### config.mk
export PLATFORM = sky130hd
export DESIGN_NAME = muldiv_unit_flat
export DESIGN_NICKNAME = d
export VERILOG_FILES = /design/src/rtl/muldiv_unit_if.sv /design/src/rtl/muldiv_unit.sv /design/src/flat_wrapper.sv
export SDC_FILE = /design/constraint.sdc
export NUM_CORES = 1
export LEC_CHECK = 0
export BUFFER_PORTS_ARGS = -buffer_cell sky130_fd_sc_hd__buf_2
export CAP_MARGIN = 20
export CORE_ASPECT_RATIO = 1.25
export CORE_MARGIN = 3
export CORE_UTILIZATION = 40
export CTS_CLUSTER_DIAMETER = 30
export DETAILED_ROUTE_END_ITERATION = 10
export GPL_TIMING_DRIVEN = 0
export PLACE_DENSITY = 0.57
export SLEW_MARGIN = 30
export SYNTH_ARGS = -nofsm -noshare
export SYNTH_HDL_FRONTEND = slang
export SYNTH_SLANG_ARGS = --single-unit
### constraint.sdc
create_clock -name clk -period 4.2 [get_ports clk]
set_clock_uncertainty 0.1 [all_clocks]
set_input_delay 0.21 -clock clk [delete_from_list [all_inputs] [get_ports clk]]
set_output_delay 0.21 -clock clk [all_outputs]
set_load 0.01 [all_outputs]
### src/rtl/muldiv_unit_if.sv
// Request/writeback bundle between the issue stage and the multi-cycle multiply/divide unit.
// The master drives the request side; the unit drives status and the register-file writeback.
interface muldiv_unit_if;
    logic        start;
    logic [1:0]  op;
    logic [31:0] operand_a;
    logic [31:0] operand_b;
    logic [4:0]  dest_reg;
    logic        busy;
    logic        RegWrite;
    logic [4:0]  Write_register;
    logic [31:0] Write_data;
    logic        done;

    modport master (
        output start, op, operand_a, operand_b, dest_reg,
        input  busy, RegWrite, Write_register, Write_data, done
    );

    modport slave (
        input  start, op, operand_a, operand_b, dest_reg,
        output busy, RegWrite, Write_register, Write_data, done
    );
endinterface

### src/rtl/muldiv_unit.sv
// Unsigned 32-bit MULU/MULHU/DIVU/REMU, radix-2, 32 iterations + 1 writeback cycle (div-by-zero may skip).
// No queueing: start is only taken in IDLE, busy stays high until the writeback cycle has retired.
module muldiv_unit #(
    parameter bit DIV0_FAST = 1'b1
) (
    input  logic         clk,
    input  logic         reset,
    muldiv_unit_if.slave bus
);

    typedef enum logic [1:0] {
        IDLE = 2'd0,
        MUL  = 2'd1,
        DIV  = 2'd2,
        WB   = 2'd3
    } state_t;

    state_t      state_q, state_d;
    logic [5:0]  cnt_q, cnt_d;
    logic [1:0]  op_q, op_d;
    logic [31:0] a_q, a_d;
    logic [31:0] b_q, b_d;
    logic [4:0]  dest_q, dest_d;
    logic [63:0] acc_q, acc_d;

    logic        accept;
    logic        last_iter;
    logic        div0_skip;
    logic [32:0] mul_sum;
    logic [63:0] mul_next;
    logic [32:0] div_rem;
    logic [32:0] div_diff;
    logic [63:0] div_next;

    logic        busy_c;
    logic        done_c;
    logic        regwrite_c;
    logic [4:0]  wreg_c;
    logic [31:0] wdata_c;

    assign accept    = (state_q == IDLE) && bus.start;
    assign last_iter = (cnt_q == 6'd31);
    assign div0_skip = DIV0_FAST && (b_q == 32'd0);

    // Multiply: acc = {partial product, remaining multiplier bits}, shifted right each step.
    assign mul_sum  = {1'b0, acc_q[63:32]} + (acc_q[0] ? {1'b0, a_q} : 33'd0);
    assign mul_next = {mul_sum, acc_q[31:1]};

    // Divide: acc = {partial remainder, dividend/quotient}; the remainder stays below the
    // divisor, so bit 32 of the difference is a reliable borrow flag.
    assign div_rem  = {acc_q[63:32], acc_q[31]};
    assign div_diff = div_rem - {1'b0, b_q};
    assign div_next = div_diff[32] ? {div_rem[31:0],  acc_q[30:0], 1'b0}
                                   : {div_diff[31:0], acc_q[30:0], 1'b1};

    always_ff @(posedge clk or negedge reset) begin
        if (!reset) begin
            state_q <= IDLE;
        end else begin
            state_q <= state_d;
        end
    end

    always_comb begin
        state_d = state_q;
        case (state_q)
            IDLE: if (bus.start) state_d = bus.op[1] ? DIV : MUL;
            MUL:  if (last_iter) state_d = WB;
            DIV:  if (div0_skip || last_iter) state_d = WB;
            WB:   state_d = IDLE;
            default: state_d = IDLE;
        endcase
    end

    always_comb begin
        busy_c     = (state_q != IDLE);
        done_c     = (state_q == WB);
        regwrite_c = (state_q == WB) && (dest_q != 5'd0);
        wreg_c     = (state_q == WB) ? dest_q : 5'd0;
        wdata_c    = 32'd0;
        if (state_q == WB) begin
            wdata_c = op_q[0] ? acc_q[63:32] : acc_q[31:0];
        end
    end

    assign bus.busy           = busy_c;
    assign bus.done           = done_c;
    assign bus.RegWrite       = regwrite_c;
    assign bus.Write_register = wreg_c;
    assign bus.Write_data     = wdata_c;

    always_comb begin
        cnt_d  = cnt_q;
        op_d   = op_q;
        a_d    = a_q;
        b_d    = b_q;
        dest_d = dest_q;
        acc_d  = acc_q;
        case (state_q)
            IDLE: begin
                if (accept) begin
                    cnt_d  = 6'd0;
                    op_d   = bus.op;
                    a_d    = bus.operand_a;
                    b_d    = bus.operand_b;
                    dest_d = bus.dest_reg;
                    acc_d  = bus.op[1] ? {32'd0, bus.operand_a} : {32'd0, bus.operand_b};
                end
            end
            MUL: begin
                acc_d = mul_next;
                cnt_d = cnt_q + 6'd1;
            end
            DIV: begin
                if (div0_skip) begin
                    // Same result the full iteration would reach: all-ones quotient, remainder = dividend.
                    acc_d = {acc_q[31:0], 32'hFFFF_FFFF};
                end else begin
                    acc_d = div_next;
                end
                cnt_d = cnt_q + 6'd1;
            end
            default: ;
        endcase
    end

    always_ff @(posedge clk or negedge reset) begin
        if (!reset) begin
            cnt_q  <= 6'd0;
            op_q   <= 2'd0;
            a_q    <= 32'd0;
            b_q    <= 32'd0;
            dest_q <= 5'd0;
            acc_q  <= 64'd0;
        end else begin
            cnt_q  <= cnt_d;
            op_q   <= op_d;
            a_q    <= a_d;
            b_q    <= b_d;
            dest_q <= dest_d;
            acc_q  <= acc_d;
        end
    end

endmodule

### src/flat_wrapper.sv
// flat-port wrapper written by rule: the top's interface ports become plain ports
module muldiv_unit_flat 
#(
    parameter bit DIV0_FAST = 1'b1
)
  (clk, reset, bus_start, bus_op, bus_operand_a, bus_operand_b, bus_dest_reg, bus_busy, bus_RegWrite, bus_Write_register, bus_Write_data, bus_done);
  muldiv_unit_if bus_i ();
  input  logic clk;
  input  logic reset;
  input wire logic [$bits(bus_i.start)-1:0] bus_start;
  input wire logic [$bits(bus_i.op)-1:0] bus_op;
  input wire logic [$bits(bus_i.operand_a)-1:0] bus_operand_a;
  input wire logic [$bits(bus_i.operand_b)-1:0] bus_operand_b;
  input wire logic [$bits(bus_i.dest_reg)-1:0] bus_dest_reg;
  output wire logic [$bits(bus_i.busy)-1:0] bus_busy;
  output wire logic [$bits(bus_i.RegWrite)-1:0] bus_RegWrite;
  output wire logic [$bits(bus_i.Write_register)-1:0] bus_Write_register;
  output wire logic [$bits(bus_i.Write_data)-1:0] bus_Write_data;
  output wire logic [$bits(bus_i.done)-1:0] bus_done;
  assign bus_i.start = bus_start;
  assign bus_i.op = bus_op;
  assign bus_i.operand_a = bus_operand_a;
  assign bus_i.operand_b = bus_operand_b;
  assign bus_i.dest_reg = bus_dest_reg;
  assign bus_busy = bus_i.busy;
  assign bus_RegWrite = bus_i.RegWrite;
  assign bus_Write_register = bus_i.Write_register;
  assign bus_Write_data = bus_i.Write_data;
  assign bus_done = bus_i.done;
  muldiv_unit #(.DIV0_FAST(DIV0_FAST)) u_core (.clk(clk), .reset(reset), .bus(bus_i));
endmodule
[Word level (Yosys, flattened, before mapping)]
Index checks and enable logic that the tools add are counted.
Storage, ports and cells
  flip-flop bits (word level): 142
  output and inout port bits: 40
  logic and storage cells: 48
Operators by class
  add/subtract/negate cells: 3
  equal/unequal tests: 8
  multiplexer cells: 16
  reduce and logical (&&, ||, !) cells: 14
Operator list (number)
  two-way mux 64 bit: 3
  one-hot mux 64 bit (3 select lines): 1
  two-way mux 32 bit: 4
  adder 32 x 33 -> 33 bit: 1
  subtractor 33 x 32 -> 33 bit: 1
  logical NOT 32 bit: 1
  one-hot mux 6 bit (2 select lines): 1
  two-way mux 2 bit: 4
  one-hot mux 2 bit (4 select lines): 1
  adder 6 x 1 -> 6 bit (second input constant): 1
  == test 6 x 5 -> 1 bit (second input constant): 1
  two-way mux 6 bit: 1
  != test 2 x 1 -> 1 bit (second input constant): 3
  AND reduction 2 bit: 3
  two-way mux 5 bit: 1
  nonzero test 5 bit: 1
  == test 2 bit (second input constant): 2
  nonzero test 2 bit: 2
  AND reduction 3 bit: 1
  nonzero test 3 bit: 1
  == test 2 x 1 -> 1 bit (second input constant): 1
  logical AND 1 bit: 2
  logical NOT 2 bit: 1
  != test 2 bit (second input constant): 1
  2 further kinds: 2

[Depth between registers and ports, before layout]
Gate-level depths: netlist of the first run.
  depth after elaboration: 4
  mapped depth: 15
  mapped depth without buffers: 13

[Worst setup path after synthesis of the first run]
Ideal clock, no wire load.
  kind: reg2reg
  start point: register u_core.acc_q[0]
  end point: register u_core.acc_q[61]
  library setup time: 0.126 ns
  data arrival time: 3.202 ns
  required time: 3.974 ns
  setup slack: 0.772 ns
  cell stages (with the launch flop): 16
  buffers on the path: 4
  period minus slack after synthesis: 3.428 ns
  cell sequence: dfrtp_1 > clkbuf_1 > clkbuf_1 > and2_1 > ha_1 > buf_2 > and3_1 > clkbuf_1 > and2_0 > a221o_1 > nand4b_1 > and2_1 > a311o_1 > a31oi_1 > xnor2_1 > a221o_1
On the way
  longest elaborated chain between the ends: 3
Ends and longest elaborated chain
  start: declaration: line muldiv_unit.sv:24  | logic [63:0] acc_q, acc_d;
  start signal: assignment: line muldiv_unit.sv:134  | acc_q <= 64'd0;
  start signal: assignment: line muldiv_unit.sv:141  | acc_q <= acc_d;
  two-way mux 32 bit: line muldiv_unit.sv:46  | assign mul_sum = {1'b0, acc_q[63:32]} + (acc_q[0] ? {1'b0, a_q} : 33'd0);
  adder 32 x 33 -> 33 bit: line muldiv_unit.sv:46
  one-hot mux 64 bit (3 select lines): line muldiv_unit.sv:99  | case (state_q)
Every way passes these cells.
A chain may end at the register's enable or synchronous reset.

[Final worst setup path of the first run]
Same ends and word-level chain as after synthesis.

==> summary.txt, run 1 <==
result of the run - complete, no violations
worst-case headroom to the max-slew limit - 0.325
CTS tree - built
first-pass GRT wire length - 65,500 um
clock network latency to the later pin of the worst-skew pair - 0.45 ns
hold path depth - 5
Synth Net Count - 1,469
R2R Path Start - u_core.acc_q[0]
cell type with the highest occurrence count on the critical path - sky130_fd_sc_hd__and2_1
Initial Util - 0.411
LEAKAGE - 0.00620 uW
antenna diode count - 0
top-area cell type share of the netlist area - 0.309
maximum net fanout on the critical path - 10
Routed Antenna Nets - 0
Routed WL per cell - 22.5 um
sum of routed wire length over all layers - 42,600 um
peak supply drop - 0.000368 V
vias after detailed routing - 11,100
slew of the pin with the lowest slew margin - 1.01 ns
Max Clk Rate - 248 MHz
netlist area before placement - 11,500 um^2
terminating pin of the worst hold path - u_core.cnt_q[4]
Area Growth Syn to Fin - 21.0%
multi-input combinational cell area - 7450 um^2
antenna violations before repair - 0
Post-layout nets - 1,677
delay contributed by the slowest stage of the critical path - 0.50 ns
number of DRC markers after the initial detailed-route iteration - 955
PwrDens - 827 nW/um^2
Post-Route Utilization - 0.498
number of buffer and inverter instances along the worst setup path - 2
Clock H-tree levels - 4
final hold slack - 0.122 ns
cells taking the most area after synthesis - sky130_fd_sc_hd__dfrtp_1 31%, sky130_fd_sc_hd__mux2_2 10%, sky130_fd_sc_hd__ha_1 7.5%, sky130_fd_sc_hd__o21ai_0 6.1%, sky130_fd_sc_hd__mux2i_1 5.0%
worst-case clock buffer depth - 2
core area - 28,000 um^2
Startpoint Class - flip-flop
Buffers on Ports - 112
series of cell instances along the critical path - clkbuf_4 > and2_1 > ha_1 > inv_1 > fa_1 > nor2b_1 > o31ai_2 > a2111o_1 > nand4b_1 > and2_1 > a311o_1 > a31oi_1 > xnor2_1 > a221o_1
unrepaired setup endpoints after global routing - false
required time at the endpoint of the critical path - 4.44 ns
type of destination of the critical path - flip-flop
family with the most delay on the worst path - compound AO/OA/AOI/OAI gates
Detail Placement HPWL - 31,100 um
floorplan row count - 68
#FFs+latches synth - 142
setup-violating endpoint count in the final report - 0
proportion of layout cells with a drive suffix above 1 - 0.178
Yosys warning total - 0
number of buffers added by the clock tree synthesis step - 17
critical path start-end classification - reg2reg
count of final hold-check violations - 0
Root Driver - sky130_fd_sc_hd__clkbuf_16
most used standard cells in the synthesized netlist - 142 x sky130_fd_sc_hd__dfrtp_1, 141 x sky130_fd_sc_hd__o21ai_0, 110 x sky130_fd_sc_hd__nand2_1
number of cells on the worst reg-to-reg path - 14
pin count of the biggest net entering global routing - 76
final worst setup slack - 0.173 ns
number of global-route vias before repair - 11,100
worst hold path type - in2reg
full die area - 30,900 um^2
global route overflow - 0
# DRC - 0
overall track demand over capacity in global routing - 0.277
Vias per Instance - 5.87
R2R setup slack - 0.17 ns
dominant synthesized flop cell - sky130_fd_sc_hd__dfrtp_1
clk sinks - 142
number of max-cap violations - 0
top-level port count - 114
final period utilization - 0.959
average cell area after synthesis - 8.69 um^2
footprint of the flip-flops and latches - 3550 um^2
clock transition time at the flip-flop clock pins of the worst setup and hold paths - 0.07 ns
placer congestion estimate - 0.923
number of unique standard cell types used by synthesis - 68
time the final worst path needs with I/O delays and setup - 4.03 ns
Slew Viols, Final - 0
CP Data Arrival Time - 4.26 ns
endpoint of the lowest-slack register-to-register path - u_core.acc_q[61]
pre-CTS WS - -1.00 ns
count of flip-flops with a built-in enable after synthesis - 0
Die X-Extent - 158 um
largest area contributor in the netlist - sky130_fd_sc_hd__dfrtp_1
die boundary height - 196 um
worst min-delay path startpoint - bus_start
most frequently used cell type in the post-synthesis netlist - sky130_fd_sc_hd__dfrtp_1
part of the Yosys area used for sequential elements - 0.309
Initial DRT Pass Iterations - 5
fill cell instance count of the final layout - 2,733
Gate Count Post-Synth - 1,324
share of flip-flops with an asynchronous set or reset after synthesis - 1.00
slowest stage cell, crit path - sky130_fd_sc_hd__dfrtp_2
area by class of cell:
cell class / count / share of cell area
well taps: 350 / 0.0314
clock inverters: 14 / 0.0120
inverters: 56 / 0.0151
multi-input cells: 1047 / 0.535
plain buffers: 77 / 0.0231
repair buffers: 191 / 0.0977
flip-flops and latches: 142 / 0.255
clock buffers: 18 / 0.0308
cells by family after synthesis:
logic type	after synthesis	share of synthesized area
buf+inv	135	0.0463
flops	142	0.309
xor+xnor	52	0.0396
simple gates	374	0.164
mux	161	0.151
compound gates	389	0.212
fa+ha+maj	71	0.0785
flip-flops by register name, summed over array words and instances, names as in the netlist:
signal / flops
u_core.acc_q: 64
u_core.dest_q: 5
u_core.a_q: 32
u_core.cnt_q: 6
u_core.b_q: 32
u_core.op_q: 1
u_core.state_q: 2
power by group:
part           leakage (uW)  switching (uW)  internal [uW]  total (uW)
sequential          0.00176             804           2040        2840
clock              0.000286             675            935        1610
combinational       0.00415            4230           2840        7070
total               0.00620            5710           5820       11500
metrics by stage:
step	TNS (ns)	total power [uW]	instance area, um^2	instances
floorplan	0	7480	11500	1324
global placement	-7.77	9620	12500	1786
detailed placement	-8.12	9700	12500	1787
CTS	0	11400	13900	1889
global route	0	12400	13900	1895
finish	0	11500	13900	1895
worst min-delay path, cell delays in order:
cell,delay [ns]
sky130_fd_sc_hd__buf_2,0.12
sky130_fd_sc_hd__nor3_1,0.05
sky130_fd_sc_hd__nor2_1,0.07
sky130_fd_sc_hd__o21ai_0,0.08
sky130_fd_sc_hd__nor2_1,0.09
worst max path at each step:
stage,start,endpoint,cells past startpoint
after CTS,u_core.acc_q[0],u_core.acc_q[61],14
after floorplan,u_core.acc_q[0],u_core.acc_q[61],15
after global routing,u_core.acc_q[0],u_core.acc_q[61],13
after detailed placement,u_core.acc_q[0],u_core.acc_q[54],12
final,u_core.acc_q[0],u_core.acc_q[61],14
after global placement,u_core.acc_q[0],u_core.acc_q[54],12
routing by layer:
| metal | GRT usage | vias to the layer above | wire, um | share of wire |
|---|---|---|---|---|
| li1 | - | 5241 | - | - |
| met1 | 0.365 | 5446 | 18700 | 0.44 |
| met2 | 0.473 | 368 | 20900 | 0.49 |
| met3 | 0.0342 | 62 | 1870 | 0.044 |
| met4 | 0.0833 | 0 | 1130 | 0.026 |
| met5 | 0 | - | 0 | 0 |
cells in the final DEF (no fill, tap or decap), types with 6 or more instances in the layout:
master	n
sky130_fd_sc_hd__o21ai_0	141
sky130_fd_sc_hd__dfrtp_1	141
sky130_fd_sc_hd__buf_2	114
sky130_fd_sc_hd__nand2_1	110
sky130_fd_sc_hd__mux2_2	102
sky130_fd_sc_hd__a21oi_1	79
sky130_fd_sc_hd__dlygate4sd3_1	71
sky130_fd_sc_hd__ha_1	69
sky130_fd_sc_hd__clkbuf_1	60
sky130_fd_sc_hd__mux2i_1	58
sky130_fd_sc_hd__inv_1	56
sky130_fd_sc_hd__nor2_1	55
sky130_fd_sc_hd__nand3_1	47
sky130_fd_sc_hd__nor2b_1	43
sky130_fd_sc_hd__and2_1	40
sky130_fd_sc_hd__xnor2_1	34
sky130_fd_sc_hd__a21o_1	25
sky130_fd_sc_hd__a221o_1	22
sky130_fd_sc_hd__xor2_1	18
sky130_fd_sc_hd__clkbuf_16	17
sky130_fd_sc_hd__o21ai_1	16
sky130_fd_sc_hd__o21a_1	14
sky130_fd_sc_hd__nand4_1	14
sky130_fd_sc_hd__a31oi_1	13
sky130_fd_sc_hd__o211ai_1	13
sky130_fd_sc_hd__nand2b_1	11
sky130_fd_sc_hd__nor3_1	11
sky130_fd_sc_hd__a211oi_1	9
sky130_fd_sc_hd__buf_4	9
sky130_fd_sc_hd__and3_1	8
sky130_fd_sc_hd__or3_1	8
sky130_fd_sc_hd__nor4_1	8
sky130_fd_sc_hd__buf_1	8
sky130_fd_sc_hd__o22ai_1	6
repair_timing:
| action | CTS | global route |
|---|---|---|
| setup endpoints to repair | 18 | 20 |
| endpoints found under the hold margin | 144 | 0 |
| hold buffers | 71 | 0 |
| cloned | 0 | 0 |
| buffers inserted | 0 | 7 |
| gates resized for setup | 8 | 3 |
| pin swaps | 0 | 2 |
Power figures use the tool's default switching activity.
==> run 2: changes to the inputs <==
--- a/config.mk
+++ b/config.mk
@@ -5,6 +5,7 @@
 export SDC_FILE = /design/constraint.sdc
 export NUM_CORES = 1
 export LEC_CHECK = 0
+export ABC_AREA = 1
 export BUFFER_PORTS_ARGS = -buffer_cell sky130_fd_sc_hd__buf_2
 export CAP_MARGIN = 20
 export CORE_ASPECT_RATIO = 1.25
@@ -13,7 +14,7 @@
 export CTS_CLUSTER_DIAMETER = 30
 export DETAILED_ROUTE_END_ITERATION = 10
 export GPL_TIMING_DRIVEN = 0
-export PLACE_DENSITY = 0.57
+export PLACE_DENSITY = 0.56
 export SLEW_MARGIN = 30
 export SYNTH_ARGS = -nofsm -noshare
 export SYNTH_HDL_FRONTEND = slang
==> summary.txt, run 2 <==
result of the run - complete, no violations
die boundary height - 208 um (+6.1%)
global route overflow - 0 (unchanged)
largest registers - u_core.acc_q x64, u_core.a_q x32, u_core.b_q x32
CTS tree - built
fraction of the mapped netlist area in simple logic gates - 0.358 (+0.194)
post-CTS repair timing setup buffer count - 0 (unchanged)
required time at the endpoint of the critical path - 4.48 ns (+0.04 ns)
# DRC - 0 (unchanged)
number of max-cap violations - 0 (unchanged)
maximum net fanout on the critical path - 10 (unchanged)
complex-gate fraction of the synthesized area - 0.160 (-0.0519)
main combinational cell family by area after synthesis - simple AND/OR/NAND/NOR gates
critical path start-end classification - reg2reg
Synth Net Count - 2,315 (+58%)
pre-CTS WS - 0.202 ns (+1.21 ns)
Buffers on Ports - 112 (unchanged)
number of DRC markers after the initial detailed-route iteration - 1,375 (+44%)
overall track demand over capacity in global routing - 0.316 (+0.0391)
PwrDens - 797 nW/um^2 (-3.7%)
Routed Antenna Nets - 0 (unchanged)
number of unique standard cell types used by synthesis - 41 (-40%)
clock transition time at the flip-flop clock pins of the worst setup and hold paths - 0.07 ns (about the same)
cells taking the most area after synthesis - sky130_fd_sc_hd__dfrtp_1 27%, sky130_fd_sc_hd__nand2_1 24%, sky130_fd_sc_hd__inv_1 9.9%, sky130_fd_sc_hd__o21ai_0 6.8%, sky130_fd_sc_hd__ha_1 6.6%
Slew Viols, Final - 0 (unchanged)
most common cell after layout, fill and taps aside - sky130_fd_sc_hd__nand2_1
Clock H-tree levels - 4 (unchanged)
LEAKAGE - 0.00861 uW (+39%)
core area - 32,000 um^2 (+14%)
worst-case clock buffer depth - 2 (unchanged)
delay contributed by the slowest stage of the critical path - 0.44 ns (-0.06 ns)
worst hold path type - in2reg
Post-Synth XOR/XNOR Area - 0.0101 (-0.0295)
most used standard cells in the synthesized netlist - 814 x sky130_fd_sc_hd__nand2_1, 343 x sky130_fd_sc_hd__inv_1, 177 x sky130_fd_sc_hd__o21ai_0
type of destination of the critical path - flip-flop
share of flip-flops with an asynchronous set or reset after synthesis - 1.00 (unchanged)
arithmetic-cell share of the synthesized area counting full adders, half adders and majority gates - 0.0695 (-0.00897)
post-synthesis mux area share - 0 (-0.151)
flip-flop count of the largest register, all copies and words added - 64 (unchanged)
Reg with most FFs - u_core.acc_q
slew of the pin with the lowest slew margin - 0.949 ns (-0.0632 ns)
netlist area before placement - 13,000 um^2 (+13%)
Root Driver - sky130_fd_sc_hd__clkbuf_16
unrepaired setup endpoints after global routing - false
Max Clk Rate - 263 MHz (+5.9%)
Vias per Instance - 5.24 (-11%)
final worst setup slack - 0.396 ns (+0.223 ns)
placer congestion estimate - 0.956 (+3.5%)
dominant synthesized flop cell - sky130_fd_sc_hd__dfrtp_1
largest area contributor in the netlist - sky130_fd_sc_hd__dfrtp_1
proportion of layout cells with a drive suffix above 1 - 0.0864 (-0.0916)
top-level port count - 114 (unchanged)
antenna violations before repair - 0 (unchanged)
Initial Util - 0.407 (-0.00469)
Detail Placement HPWL - 46,200 um (+49%)
number of buffers added by the clock tree synthesis step - 17 (unchanged)
setup-violating endpoint count in the final report - 0 (unchanged)
part of the Yosys area used for sequential elements - 0.273 (-0.0353)
pin count of the biggest net entering global routing - 83 (+9.2%)
Layout Cells excl Fill - 2,784 (+47%)
top-area cell type share of the netlist area - 0.273 (-0.0353)
sum of routed wire length over all layers - 55,600 um (+30%)
Sum Neg Setup Slack - 0 ns (unchanged)
Startpoint Class - flip-flop
count of flip-flops with a built-in enable after synthesis - 0 (unchanged)
Area Growth Syn to Fin - 17.3%
Yosys warning total - 0 (unchanged)
floorplan row count - 73 (+7.4%)
Die X-Extent - 167 um (+6.0%)
cell type with the highest occurrence count on the critical path - sky130_fd_sc_hd__nand2_1
#FFs+latches synth - 142 (unchanged)
full die area - 34,700 um^2 (+12%)
peak supply drop - 0.000472 V (+28%)
time the final worst path needs with I/O delays and setup - 3.80 ns (-0.223 ns)
vias after detailed routing - 14,600 (+31%)
first-pass GRT wire length - 84,000 um (+28%)
number of global-route vias before repair - 14,300 (+29%)
Initial DRT Pass Iterations - 7 (+2)
number of placed cells counting well taps - 2,696 (+51%)
Gate Count Post-Synth - 2,170 (+64%)
clock network latency to the later pin of the worst-skew pair - 0.44 ns (about the same)
most used cells in the layout excluding fill and tap cells - 814 x sky130_fd_sc_hd__nand2_1, 343 x sky130_fd_sc_hd__inv_1, 177 x sky130_fd_sc_hd__o21ai_0
clk sinks - 142 (unchanged)
CP Data Arrival Time - 4.08 ns (-0.18 ns)
most frequently used cell type in the post-synthesis netlist - sky130_fd_sc_hd__nand2_1
total power draw - 12,200 uW (+5.5%)
average cell area after synthesis - 5.99 um^2 (-31%)
Routed WL per cell - 20.0 um (-11%)
worst-case headroom to the max-slew limit - 0.367 (+0.0421)
final period utilization - 0.906 (-0.0530)
series of cell instances along the critical path - clkbuf_1 > clkbuf_2 > nand2_1 > inv_1 > ha_1 > inv_1 > fa_1 > o21ai_0 > a21oi_1 > inv_1 > nand2_1 > nand2_1 > nand3_1 > nand2_1 > nand2_1 > nand2_1 > nand2_1 > nand2_1 > nand2_1 > nand2_1
count of final hold-check violations - 0 (unchanged)
antenna diode count - 0 (unchanged)
Post-layout nets - 2,504 (+49%)
slowest stage cell, crit path - sky130_fd_sc_hd__fa_1
run 2: what timing repair did:
item / 4_1_cts / 5_1_grt
setup endpoints to repair: 0 / 5
hold endpoints to repair: 139 / 0
hold buffers: 56 / 0
resized for setup: 0 / 2
run 2: per-layer routing:
metal  vias to the layer above  part of all wire  global-route usage
li1                       7260                 -                   -
met1                      6747              0.43               0.413
met2                       483              0.48               0.546
met3                       103             0.051              0.0305
met4                         0             0.038               0.111
met5                         -                 0                   0
run 2: worst max-delay path, delay by kind of cell, from the launching register on:
family          cells  cell delay (ns)
simple gates       11             1.08
flops               1             0.32
buf+inv             5             1.11
compound gates      2             0.50
fa+ha+maj           2             0.63
run 2: cells by family after synthesis:
| family | after synthesis |
|---|---|
| AO/OA/AOI/OAI | 385 |
| XOR/XNOR | 15 |
| adder cells (fa/ha/maj) | 71 |
| buffers and inverters | 428 |
| flip-flops | 142 |
| AND/OR/NAND/NOR | 1129 |
run 2: cell type report:
class | instances | area [um^2]
fillers | 3511 | 16700
multi-input cells | 1600 | 7770
flip-flops and latches | 142 | 3550
inverters | 343 | 1290
repair buffers | 170 | 1190
well taps | 412 | 515
clock buffers | 18 | 439
plain buffers | 85 | 388
clock inverters | 14 | 110
run 2: worst paths after layout:
check | startpoint | endpoint | slack (ns) | depth (start not counted)
max in group asynchronous | reset | u_core.acc_q[3] | 3.02 | 4
max | u_core.acc_q[0] | u_core.acc_q[63] | 0.40 | 20
max reg2reg | u_core.acc_q[0] | u_core.acc_q[63] | 0.40 | 20
min in group asynchronous | reset | u_core.b_q[23] | 0.03 | 2
min | bus_operand_b[19] | u_core.b_q[19] | 0.02 | 3
min reg2reg | u_core.a_q[24] | u_core.a_q[24] | 0.39 | 2
run 2: through the flow:
step           hold WS, ns  utilization  instance area (um^2)
6_report            0.0227        0.477                 15200
5_1_grt             0.0245        0.477                 15200
3_3_place_gp         0.310        0.440                 14100
3_5_place_dp        -0.107        0.442                 14100
4_1_cts            0.00153        0.477                 15200
2_1_floorplan       -0.186            -                 13000
run 2: report_power, final:
group          total (uW)  internal [uW]  switching (uW)  leakage [uW]
Combinational        8180           2540            5630       0.00654
Sequential           2530           2000             534       0.00181
Clock                1450            778             671      0.000260
==> run 3: changes to the inputs <==
--- a/config.mk
+++ b/config.mk
@@ -11,6 +11,7 @@
 export CORE_ASPECT_RATIO = 1.25
 export CORE_MARGIN = 3
 export CORE_UTILIZATION = 40
+export CTS_BUF_LIST = sky130_fd_sc_hd__clkbuf_8
 export CTS_CLUSTER_DIAMETER = 30
 export DETAILED_ROUTE_END_ITERATION = 10
 export GPL_TIMING_DRIVEN = 0
==> summary.txt, run 3 (synthesis results as in run 2) <==
sum of routed wire length over all layers - 55,900 um (+0.51%)
proportion of layout cells with a drive suffix above 1 - 0.0858 (-0.000579)
Vias per Instance - 5.24 (about the same)
type of destination of the critical path - flip-flop
number of placed cells counting well taps - 2,696 (unchanged)
Startpoint Class - flip-flop
Initial DRT Pass Iterations - 6 (-1)
worst-case headroom to the max-slew limit - 0.412 (+0.0441)
number of max-cap violations - 0 (unchanged)
Die X-Extent - 167 um (unchanged)
Slew Viols, Final - 0 (unchanged)
die boundary height - 208 um (unchanged)
most common cell after layout, fill and taps aside - sky130_fd_sc_hd__nand2_1
Sum Neg Setup Slack - 0 ns (unchanged)
cell type with the highest occurrence count on the critical path - sky130_fd_sc_hd__nand2_1
PwrDens - 773 nW/um^2 (-3.0%)
Max Clk Rate - 263 MHz (-0.10%)
Detail Placement HPWL - 46,200 um (unchanged)
placer congestion estimate - 0.956 (unchanged)
cell area after layout - 15,200 um^2 (-0.21%)
# DRC - 0 (unchanged)
required time at the endpoint of the critical path - 4.52 ns (+0.04 ns)
global route overflow - 0 (unchanged)
antenna violations before repair - 0 (unchanged)
family with the most delay on the worst path - buffers and inverters
largest registers - u_core.acc_q x64, u_core.a_q x32, u_core.b_q x32
flip-flop count of the largest register, all copies and words added - 64 (unchanged)
time the final worst path needs with I/O delays and setup - 3.81 ns (+0.00389 ns)
worst-case clock buffer depth - 2 (unchanged)
final period utilization - 0.907 (+0.000927)
clock transition time at the flip-flop clock pins of the worst setup and hold paths - 0.10 ns (+0.03 ns)
series of cell instances along the critical path - clkbuf_1 > clkbuf_2 > nand2_1 > inv_1 > ha_1 > inv_1 > fa_1 > o21ai_0 > a21oi_1 > inv_1 > nand2_1 > nand2_1 > nand3_1 > nand2_1 > nand2_1 > nand2_1 > nand2_1 > nand2_1 > nand2_1 > nand2_1
Layout Cells excl Fill - 2,800 (+0.57%)
setup-violating endpoint count in the final report - 0 (unchanged)
slowest stage cell, crit path - sky130_fd_sc_hd__fa_1
CP Data Arrival Time - 4.13 ns (+0.05 ns)
top-level port count - 114 (unchanged)
number of buffer and inverter instances along the worst setup path - 5 (unchanged)
Routed WL per cell - 20.0 um (about the same)
number of DRC markers after the initial detailed-route iteration - 1,293 (-6.0%)
floorplan row count - 73 (unchanged)
Post-Route Utilization - 0.476 (-0.000978)
vias after detailed routing - 14,700 (+0.53%)
worst hold path type - in2reg
post-CTS repair timing setup buffer count - 0 (unchanged)
Clock H-tree levels - 4 (unchanged)
unrepaired setup endpoints after global routing - false
Post-DP Area - 14,100 um^2 (unchanged)
slew of the pin with the lowest slew margin - 0.883 ns (-0.0661 ns)
Routed Antenna Nets - 0 (unchanged)
antenna diode count - 0 (unchanged)
first-pass GRT wire length - 84,300 um (+0.43%)
core area - 32,000 um^2 (unchanged)
clock network latency to the later pin of the worst-skew pair - 0.49 ns (+0.05 ns)
critical path start-end classification - reg2reg
Reg with most FFs - u_core.acc_q
maximum net fanout on the critical path - 10 (unchanged)
peak supply drop - 0.000469 V (-0.60%)
Buffers on Ports - 112 (unchanged)
delay contributed by the slowest stage of the critical path - 0.44 ns (about the same)
Initial Util - 0.407 (unchanged)
Post-layout nets - 2,520 (+0.64%)
most used cells in the layout excluding fill and tap cells - 814 x sky130_fd_sc_hd__nand2_1, 343 x sky130_fd_sc_hd__inv_1, 177 x sky130_fd_sc_hd__o21ai_0
number of global-route vias before repair - 14,400 (+0.45%)
pin count of the biggest net entering global routing - 83 (unchanged)
clk sinks - 142 (unchanged)
full die area - 34,700 um^2 (unchanged)
LEAKAGE - 0.00859 uW (-0.24%)
Area Growth Syn to Fin - 17.1%
fill cell instance count of the final layout - 3,504 (-0.20%)
overall track demand over capacity in global routing - 0.317 (+0.00141)
number of buffers added by the clock tree synthesis step - 17 (unchanged)
CTS tree - built
Root Driver - sky130_fd_sc_hd__clkbuf_8
count of final hold-check violations - 0 (unchanged)
result of the run - complete, no violations
-- run 3: worst reg2reg max path, cell delays in order, from the launching register on --
cell and delay [ns]:
sky130_fd_sc_hd__dfrtp_1 0.33, sky130_fd_sc_hd__clkbuf_1 0.40, sky130_fd_sc_hd__clkbuf_2 0.40, sky130_fd_sc_hd__nand2_1 0.16, sky130_fd_sc_hd__inv_1 0.08, sky130_fd_sc_hd__ha_1 0.19
sky130_fd_sc_hd__inv_1 0.07, sky130_fd_sc_hd__fa_1 0.44, sky130_fd_sc_hd__o21ai_0 0.37, sky130_fd_sc_hd__a21oi_1 0.13, sky130_fd_sc_hd__inv_1 0.16, sky130_fd_sc_hd__nand2_1 0.07
sky130_fd_sc_hd__nand2_1 0.18, sky130_fd_sc_hd__nand3_1 0.19, sky130_fd_sc_hd__nand2_1 0.13, sky130_fd_sc_hd__nand2_1 0.05, sky130_fd_sc_hd__nand2_1 0.06, sky130_fd_sc_hd__nand2_1 0.05
sky130_fd_sc_hd__nand2_1 0.09, sky130_fd_sc_hd__nand2_1 0.05, sky130_fd_sc_hd__nand2_1 0.06
-- run 3: cell type report --
class	count	area, um^2	share of cell area
multi-input combinational	1600	7770	0.511
sequential	142	3550	0.234
timing repair buffer	186	1350	0.0885
inverter	343	1290	0.0846
tap	412	515	0.0339
buffer	85	388	0.0255
clock buffer	18	248	0.0163
clock inverter	14	110	0.00724
-- run 3: routing by layer --
| layer | up-vias | global-route usage | part of all wire |
|---|---|---|---|
| li1 | 7285 | - | - |
| met1 | 6817 | 0.415 | 0.43 |
| met2 | 479 | 0.548 | 0.49 |
| met3 | 89 | 0.0299 | 0.047 |
| met4 | 0 | 0.112 | 0.034 |
| met5 | - | 0 | 0 |
-- run 3: where the power goes --
part	switching (uW)	total (uW)	leakage, uW	internal (uW)
Combinational	5640	8190	0.00661	2550
Sequential	533	2520	0.00181	1990
Clock	620	1050	0.000172	431
-- run 3: what timing repair did --
item / 4_1_cts / 5_1_grt
endpoints found under the hold margin: 158 / 0
setup endpoints to repair: 0 / 5
hold buffers: 72 / 0
resized for setup: 0 / 2
-- run 3: worst paths after layout --
| kind | startpoint | endpoint | slack (ns) | depth (start not counted) |
|---|---|---|---|---|
| setup / recovery | u_core.acc_q[0] | u_core.acc_q[63] | 0.39 | 20 |
| hold / removal | bus_start | u_core.cnt_q[0] | 0.06 | 5 |
| setup reg to reg | u_core.acc_q[0] | u_core.acc_q[63] | 0.39 | 20 |
| hold reg to reg | u_core.a_q[24] | u_core.a_q[24] | 0.39 | 2 |
| max in group asynchronous | reset | u_core.a_q[3] | 3.08 | 4 |
| min in group asynchronous | reset | u_core.b_q[26] | 0.21 | 3 |
-- run 3: stage by stage --
stage	power (uW)	hold WS, ns	setup slack [ns]
5_1_grt	12900	0.0973	0.0476
3_5_place_dp	10500	-0.107	0.202
6_report	11800	0.0609	0.392
3_3_place_gp	10500	0.310	0.227
2_1_floorplan	7850	-0.186	1.44
4_1_cts	11700	0.0445	0.161
